<file path="config.mk">
export PLATFORM = sky130hd
export DESIGN_NAME = note_sequencer
export DESIGN_NICKNAME = d
export VERILOG_FILES = /design/src/rtl/note_sequencer.sv
export SDC_FILE = /design/constraint.sdc
export NUM_CORES = 1
export LEC_CHECK = 0
export BUFFER_PORTS_ARGS = -buffer_cell sky130_fd_sc_hd__buf_2
export CELL_PAD_IN_SITES_DETAIL_PLACEMENT = 1
export CELL_PAD_IN_SITES_GLOBAL_PLACEMENT = 1
export CORE_ASPECT_RATIO = 0.75
export CORE_MARGIN = 3
export CORE_UTILIZATION = 30
export DETAILED_ROUTE_END_ITERATION = 10
export PLACE_DENSITY_LB_ADDON = 0.1
export SYNTH_ARGS = -nofsm -noshare
export SYNTH_HDL_FRONTEND = slang
export SYNTH_SLANG_ARGS = --single-unit
</file>
<file path="constraint.sdc">
create_clock -name clk -period 5.1 [get_ports clk]
set_input_delay 0.765 -clock clk [delete_from_list [all_inputs] [get_ports clk]]
set_output_delay 0.765 -clock clk [all_outputs]
set_load 0.01 [all_outputs]
</file>
<file path="src/rtl/note_sequencer.sv">
// Buffered melody player: a small note FIFO feeding a playback FSM that drives
// the 7-segment letter, tone indicator and playing flag.
module note_sequencer #(
   parameter int DEPTH    = 8,
   parameter int DUR_W    = 4,
   parameter int TICK_DIV = 4,
   parameter int GAP_CYC  = 1
) (
   input  logic                         clk,
   input  logic                         rst,
   input  logic                         flush,
   input  logic                         in_valid,
   output logic                         in_ready,
   input  logic [2:0]                   in_note,
   input  logic                         in_low,
   input  logic [DUR_W-1:0]             in_dur,
   output logic [6:0]                   seg,
   output logic                         tone_low,
   output logic                         playing,
   output logic [$clog2(DEPTH+1)-1:0]   count
);

   // state  | meaning
   // S_IDLE | nothing sounding; waits for a queued note
   // S_PLAY | current note shown for max(dur,1)*TICK_DIV cycles
   // S_GAP  | blank for GAP_CYC cycles between notes

   localparam int AW = $clog2(DEPTH);
   localparam int CW = $clog2(DEPTH+1);
   localparam int PW = (TICK_DIV > 1) ? $clog2(TICK_DIV) : 1;
   localparam int GW = (GAP_CYC > 1) ? $clog2(GAP_CYC+1) : 1;
   localparam int EW = 4 + DUR_W;

   typedef enum logic [1:0] {S_IDLE, S_PLAY, S_GAP} state_t;

   function automatic logic [6:0] seg_code(input logic [2:0] n);
      logic [6:0] s;
      case (n)
         3'd1:    s = 7'b1110111;
         3'd2:    s = 7'b1111100;
         3'd3:    s = 7'b0111001;
         3'd4:    s = 7'b1011110;
         3'd5:    s = 7'b1111001;
         3'd6:    s = 7'b1110001;
         3'd7:    s = 7'b0111101;
         default: s = 7'b0000000;
      endcase
      return s;
   endfunction

   logic [EW-1:0]    mem_q [DEPTH];
   logic [EW-1:0]    mem_d [DEPTH];
   logic [AW-1:0]    wr_ptr_q, wr_ptr_d;
   logic [AW-1:0]    rd_ptr_q, rd_ptr_d;
   logic [CW-1:0]    count_q, count_d;

   state_t           state_q, state_d;
   logic [6:0]       seg_q, seg_d;
   logic             tone_q, tone_d;
   logic             playing_q, playing_d;
   logic [DUR_W-1:0] dur_q, dur_d;
   logic [PW-1:0]    pre_q, pre_d;
   logic [GW-1:0]    gap_q, gap_d;

   logic             push, pop, load, go_idle, end_note;
   logic [EW-1:0]    head;
   logic [2:0]       head_note;
   logic             head_low;
   logic [DUR_W-1:0] head_dur;

   assign in_ready  = (count_q != CW'(DEPTH)) && !rst;
   assign push      = in_valid && in_ready && !flush;
   assign head      = mem_q[rd_ptr_q];
   assign head_note = head[EW-1 -: 3];
   assign head_low  = head[DUR_W];
   assign head_dur  = head[DUR_W-1:0];

   always_comb begin
      mem_d    = mem_q;
      wr_ptr_d = wr_ptr_q;
      rd_ptr_d = rd_ptr_q;
      count_d  = count_q;
      if (push) begin
         mem_d[wr_ptr_q] = {in_note, in_low, in_dur};
         wr_ptr_d        = wr_ptr_q + AW'(1);
      end
      if (pop) begin
         rd_ptr_d = rd_ptr_q + AW'(1);
      end
      case ({push, pop})
         2'b10:   count_d = count_q + CW'(1);
         2'b01:   count_d = count_q - CW'(1);
         default: count_d = count_q;
      endcase
   end

   always_comb begin
      state_d   = state_q;
      seg_d     = seg_q;
      tone_d    = tone_q;
      playing_d = playing_q;
      dur_d     = dur_q;
      pre_d     = pre_q;
      gap_d     = gap_q;
      pop       = 1'b0;
      load      = 1'b0;
      go_idle   = 1'b0;
      end_note  = 1'b0;

      case (state_q)
         S_IDLE: begin
            if (count_q != '0) load = 1'b1;
         end
         S_PLAY: begin
            if (pre_q == PW'(TICK_DIV-1)) begin
               pre_d = '0;
               if (dur_q == DUR_W'(1)) end_note = 1'b1;
               else                    dur_d    = dur_q - DUR_W'(1);
            end else begin
               pre_d = pre_q + PW'(1);
            end
            if (end_note) begin
               if (GAP_CYC > 0) begin
                  state_d = S_GAP;
                  seg_d   = '0;
                  tone_d  = 1'b0;
                  gap_d   = GW'(GAP_CYC);
               end else if (count_q != '0) begin
                  load = 1'b1;
               end else begin
                  go_idle = 1'b1;
               end
            end
         end
         S_GAP: begin
            if (gap_q <= GW'(1)) begin
               if (count_q != '0) load    = 1'b1;
               else               go_idle = 1'b1;
            end else begin
               gap_d = gap_q - GW'(1);
            end
         end
         default: go_idle = 1'b1;
      endcase

      // A zero duration plays as a single tick so every note is visible.
      if (load) begin
         pop       = 1'b1;
         state_d   = S_PLAY;
         seg_d     = seg_code(head_note);
         tone_d    = head_low;
         playing_d = 1'b1;
         dur_d     = (head_dur == '0) ? DUR_W'(1) : head_dur;
         pre_d     = '0;
      end
      if (go_idle) begin
         state_d   = S_IDLE;
         seg_d     = '0;
         tone_d    = 1'b0;
         playing_d = 1'b0;
      end
   end

   always_ff @(posedge clk) begin
      if (rst || flush) begin
         wr_ptr_q  <= '0;
         rd_ptr_q  <= '0;
         count_q   <= '0;
         state_q   <= S_IDLE;
         seg_q     <= '0;
         tone_q    <= 1'b0;
         playing_q <= 1'b0;
         dur_q     <= '0;
         pre_q     <= '0;
         gap_q     <= '0;
      end else begin
         wr_ptr_q  <= wr_ptr_d;
         rd_ptr_q  <= rd_ptr_d;
         count_q   <= count_d;
         state_q   <= state_d;
         seg_q     <= seg_d;
         tone_q    <= tone_d;
         playing_q <= playing_d;
         dur_q     <= dur_d;
         pre_q     <= pre_d;
         gap_q     <= gap_d;
      end
   end

   // Note storage needs no reset; the pointers define what is valid.
   always_ff @(posedge clk) begin
      mem_q <= mem_d;
   end

   assign seg      = seg_q;
   assign tone_low = tone_q;
   assign playing  = playing_q;
   assign count    = count_q;

endmodule

</file>
=== After elaboration in Yosys (flattened, before gate mapping) ===
Index checks and enable logic that the tools add are counted.

* Reduce and logical (&&, ||, !) cells: 23
* Magnitude comparators: 4
* Bitwise gates (word level): 2
* Muxes and demuxes: 36
* $add $sub $neg: 7
* Eq/ne operators: 17

{| class="wikitable"
|+ Operators by type and width
! kind !! count
|-
| 64-bit bitwise mux || 1
|-
| 7-bit one-hot mux with 7 select lines || 1
|-
| 8-bit binary-select mux with 3-bit select || 1
|-
| 8-bit demux with 3-bit select || 1
|-
| 8-bit two-way mux || 3
|-
| 7-bit two-way mux || 3
|-
| 4-bit two-way mux || 5
|-
| 1-bit two-way mux || 16
|-
| 3-bit equality test (second input constant) || 4
|-
| 2-bit nonzero test || 5
|-
| 4-bit >= comparator (second input constant) || 2
|-
| 3-bit inverter with 4-bit output || 2
|-
| 4-bit one-hot mux with 2 select lines || 1
|-
| 4-bit by 1-bit subtractor with 4-bit output (second input constant) || 2
|-
| 3-bit by 1-bit adder with 3-bit output (second input constant) || 2
|-
| 2-bit equality test (second input constant) || 3
|-
| 3-bit by 2-bit equality test with 1-bit output (second input constant) || 2
|-
| 2-bit != test (second input constant) || 3
|-
| 1-bit one-hot mux with 2 select lines || 3
|-
| 3-bit AND reduction || 2
|-
| 2-bit OR reduction || 3
|-
| 4-bit by 1-bit adder with 4-bit output (second input constant) || 1
|-
| 2-bit by 1-bit equality test with 1-bit output (second input constant) || 2
|-
| 4-bit by 1-bit equality test with 1-bit output (second input constant) || 1
|-
| other kinds (15) || 20
|}

* Bits in registers: 92
* Logic and storage cells: 108
* Output and inout bits: 14
* Bits of input ports: 12

=== Depth between registers and ports, before layout ===
* Word-level depth: 7
* Gate-level depth with buffers: 11
* Gate-level depth less buffers: 10

=== Least setup slack after synthesis ===
OpenSTA, ideal clock, no wires.

* Path kind: input to register
* Start point: in in_valid
* End point: reg mem_q[56] (netlist name), enable pin
* Data required time: 4.717 ns
* Arrival: 2.162 ns
* Library setup time: 0.383 ns
* Buffers on the path: 0
* Stages: 4
* Setup slack: 2.555 ns
* Cell sequence: a21boi_1 > nand2_1 > or2_2 > nor3_1

* Longest elaborated chain between the ends: 2

{| class="wikitable"
|+ Ends and longest elaborated chain
! item !! RTL line !! RTL
|-
| start, declared || 12 || <nowiki>input logic in_valid,</nowiki>
|-
| 1-bit logical AND (2 in a row) || 72 || <nowiki>assign push = in_valid && in_ready && !flush;</nowiki>
|-
| end signal, assigned || 192 || <nowiki>mem_q <= mem_d;</nowiki>
|-
| end, declared || 51 || <nowiki>logic [EW-1:0] mem_q [DEPTH];</nowiki>
|}

Every way passes these cells.
A chain may end at the register's enable or synchronous reset.

=== Worst setup path in the final report ===
* Start point: reg count_q[1] (netlist: count[1])
* End point: reg count_q[2] (netlist: count[2])

* Longest elaborated chain between the ends: 7
* Elaborated cells on any way between the ends: 15
* Those cells by class: add/sub: 2; eq/ne: 3; mux: 5; reduce/logical: 5

{| class="wikitable"
|+ Ends and longest elaborated chain
! item !! RTL line !! RTL
|-
| start, declared || 55 || <nowiki>logic [CW-1:0] count_q, count_d;</nowiki>
|-
| start signal, assigned || 179 || <nowiki>count_q <= count_d;</nowiki>
|-
| 4-bit nonzero test || 112, 137 ||
|-
| 1-bit two-way mux || 112, 137 ||
|-
| 1-bit two-way mux || 136 || <nowiki>if (gap_q <= GW'(1)) begin</nowiki>
|-
| 1-bit one-hot mux with 2 select lines || 110 || <nowiki>case (state_q)</nowiki>
|-
| 1-bit two-way mux || 147 || <nowiki>if (load) begin</nowiki>
|-
| 2-bit by 1-bit equality test with 1-bit output / 2-bit equality test (equally long branches) || 90 || <nowiki>case ({push, pop})</nowiki>
|-
| 4-bit one-hot mux with 2 select lines / 2-bit nonzero test (equally long branches) || - ||
|}

Several ways; a longest one is shown, not always the timed one.

==> results_tabular.tex <==
\begin{tabular}{lr}
\hline
Metric & Value \\
\hline
\multicolumn{2}{l}{\textbf{Outcome}} \\
Result of the run & finished clean \\
\multicolumn{2}{l}{\textbf{Critical path}} \\
Largest fanout on the critical path & 14 \\
Worst-path cell chain & nor3\_1 -> a21o\_1 -> inv\_1 -> ha\_1 -> xor2\_1 -> ha\_1 -> a21oi\_1 -> xor2\_1 -> or3\_1 -> a21oi\_1 \\
Critical path's top delay family & compound AO/OA/AOI/OAI gates \\
Critical path arrival & 3320 ps \\
Worst setup path class & flop to flop \\
Largest stage delay, worst path & approximately 470 ps \\
CP max-delay cell & a21o\_1 \\
WP data required & 5370 ps \\
Kind of start point of the critical path & flop \\
WP buf/inv & 1 \\
Type of element capturing the critical path & flop \\
\multicolumn{2}{l}{\textbf{Global routing}} \\
Total Routing Usage GR & 12.4\% \\
Maximum number of pins on one net before global-route repair & 19 \\
Wire length of the first global-routing pass & about 13000 um \\
Residual overflow from global routing & 0 \\
Number of antenna violations at the first check in global routing & 0 \\
Number of global-route vias before repair & 2201 \\
\multicolumn{2}{l}{\textbf{Timing}} \\
Worst path setup slack after routing & a little over 2000 ps \\
Worst-case clock skew & between 5 and 6 ps \\
Worst slew pin tran & $\sim$1000 ps \\
Final count of hold timing violations & 0 \\
Final period util & about three fifths \\
Worst Hold Margin & $\sim$460 ps \\
Final critical path time including I/O delays and setup & between 3000 and 4000 ps \\
Setup repair after global routing missed its margin & false \\
Normalized max-slew margin & $\sim$32\% \\
Final number of setup-violating endpoints & 0 \\
Total Neg Setup Slack & 0 ps \\
Total count of max-transition violations in the final report & 0 \\
F\_max & between 300 and 400 MHz \\
\multicolumn{2}{l}{\textbf{Floorplan}} \\
Rows & 34 \\
I/O pin cnt & 26 \\
Full die area & 14100 um\^{}2 \\
Core area & around 12000 um\^{}2 \\
Die width & 136 um \\
Initial cell density of the core & about a third \\
Die span in y & about 100 um \\
\multicolumn{2}{l}{\textbf{Power and ir drop}} \\
Peak ir drop on the vdd network & around 0.16 mV \\
Switching component of the power & $\sim$0.35 mW \\
Int Power & approximately 1.2 mW \\
Post-route total power & 1.56 mW \\
Fraction of power consumed by combinational cells & under 10\% \\
Pwr Density & 354 nW/um\^{}2 \\
Switching part of the total power & 22.3\% \\
Relative contribution of the clock network to total power & between 40 and 50\% \\
Leak pwr & 1.45 nW \\
Portion of total power attributed to sequential cells & between 50\% and 60\% \\
\multicolumn{2}{l}{\textbf{Cells and area}} \\
Total non-filler cell area in the finished layout & approximately 4400 um\^{}2 \\
Final net count & 307 \\
Leading cell types in the layout, fill and taps excluded & edfxtp\_1 (64), dfxtp\_1 (27), nor2\_1 (26) \\
Most frequent standard cell in the layout excluding fill and tap cells & edfxtp\_1 \\
Final core utilization & a little under two fifths \\
Layout cell share with drive strength beyond 1 & 22.6\% \\
Final instance count without filler cells & approximately 450 \\
Growth of design area from synthesis to finish & 15.9\% \\
Count of inserted antenna diode cells & 0 \\
\multicolumn{2}{l}{\textbf{Hold path}} \\
Hold Path Class & flop to flop \\
\multicolumn{2}{l}{\textbf{Synth}} \\
Yosys reg bits & 91 \\
Fraction of registers with async set or reset after synthesis & 0\% \\
YS warnings & 0 \\
Yosys cell types & 42 \\
Number of nets in the synthesized netlist & about 280 \\
Seq/Total Area, Yosys & 64.9\% \\
Mean instance size in the synthesized netlist & roughly 15 um\^{}2 \\
Leading register cell type out of synthesis & edfxtp\_1 \\
Number of enable-type register cells in the synthesized netlist & 64 \\
Instance count of the mapped netlist & $\sim$260 \\
Post-synthesis cell area & roughly 3800 um\^{}2 \\
\multicolumn{2}{l}{\textbf{Flow run}} \\
\# Max-Cap Violations & 0 \\
\multicolumn{2}{l}{\textbf{Clock network}} \\
Clock input transition at the sequential cells of the worst setup and hold paths & roughly 70 ps \\
Cells resized by post-CTS repair & 0 \\
Cts hold-fix bufs & 0 \\
CTS sink count & slightly above 90 \\
Largest buffer count on any clock path & 2 \\
Setup bufs post-CTS & 0 \\
TritonCTS buffer count & 9 \\
Clock latency on the worst-skew pair & 340 ps \\
Root cell of the clock tree & clkbuf\_16 \\
TritonCTS clock tree & done \\
CTS H-tree lvls & 3 \\
\multicolumn{2}{l}{\textbf{Route}} \\
WL final & approximately 8000 um \\
Initial DRT Pass Iterations & 4 \\
Via density per instance & 4.74 \\
Via Count & approximately 2200 \\
Wire length per cell after detailed routing & approximately 18 um \\
DR DRC count & 0 \\
Number of DRC violations after detailed-routing iteration 0 & between 70 and 80 \\
ANT nets after route & 0 \\
\multicolumn{2}{l}{\textbf{Placed design}} \\
Post-detailed-placement half-perimeter wirelength & $\sim$5400 um \\
Final weighted congestion in routability-driven placement & approximately 0.73 \\
Total of buffers placed on input and output ports & 25 \\
Total instance count after detailed placement & 438 \\
Placement-stage worst setup slack & between 2000 and 2500 ps \\
Area after detailed placement & 4090 um\^{}2 \\
\hline
\end{tabular}
-- Yosys cell counts (3+ instances only) --
master / instances / area [um^2]
nand2_1: 17 / 63.8
a21oi_1: 19 / 95.1
buf_1: 3 / 11.3
inv_1: 5 / 18.8
a211oi_1: 5 / 37.5
nand2b_1: 4 / 25.0
mux4_2: 15 / 338
edfxtp_1: 64 / 1920
clkbuf_1: 4 / 15.0
nor2_1: 26 / 97.6
nor2b_1: 5 / 31.3
o21ai_0: 4 / 20.0
dfxtp_1: 27 / 541
xnor2_1: 5 / 43.8
ha_1: 8 / 100
mux2i_1: 6 / 60.1
xor2_1: 7 / 61.3
nor3_1: 6 / 30.0
-- per-layer routing --
metal  wire [um]  up-vias  track usage [%]
met2        3650       26             19.0
met1        4050     1094             16.9
met3         321        6             4.35
li1            -     1025                -
met5           0        -                0
met4          81        0             3.72
-- worst min-delay path, cell delays in order, from the launching register on --
cell,delay (ps)
dfxtp_1,310
nand2_1,50
a21oi_1,50
-- registers in the layout, indices dropped and copies added (netlist names) --
register and flops:
state_q 2, mem_q 64, count 4, playing 1
tone_low 1, wr_ptr_q 3, seg 7, pre_q 2
rd_ptr_q 3, dur_q 4
-- power by group through the flow --
stage / combinational, mW / sequential [mW] / clock [mW]
after CTS: 0.0723 / 0.801 / 0.705
after floorplan: 0.0455 / 0.817 / 0
after global placement: 0.0719 / 0.818 / 0
after global routing: 0.0797 / 0.802 / 0.737
final: 0.0702 / 0.801 / 0.687
after detailed placement: 0.0718 / 0.818 / 0
-- final cells by class --
| type | instances | area [um^2] |
|---|---|---|
| repair buffers | 28 | 148 |
| fillers | 1226 | 7560 |
| well taps | 162 | 203 |
| inverters | 5 | 18.8 |
| multi-input cells | 152 | 1260 |
| clock inverters | 7 | 81.3 |
| clock buffers | 9 | 225 |
| flip-flops and latches | 91 | 2460 |
-- final timing paths --
check / start / endpoint / slack [ps] / cells past startpoint
setup / recovery: count[1] / count[2] / 2050 / 10
hold / removal: seg[6] / seg[6] / 460 / 2
setup reg to reg: count[1] / count[2] / 2050 / 10
hold reg to reg: seg[6] / seg[6] / 460 / 2
-- cell families after synthesis --
| group | share of synthesized area [%] |
|---|---|
| muxes | 13.0 |
| AOI/OAI and AO/OA | 6.20 |
| DFF | 64.9 |
| and+or+nand+nor | 8.14 |
| xor gates and xnor gates | 3.20 |
| buffers and inverters | 1.94 |
| adders and majority gates | 2.64 |
Power figures use the tool's default switching activity.
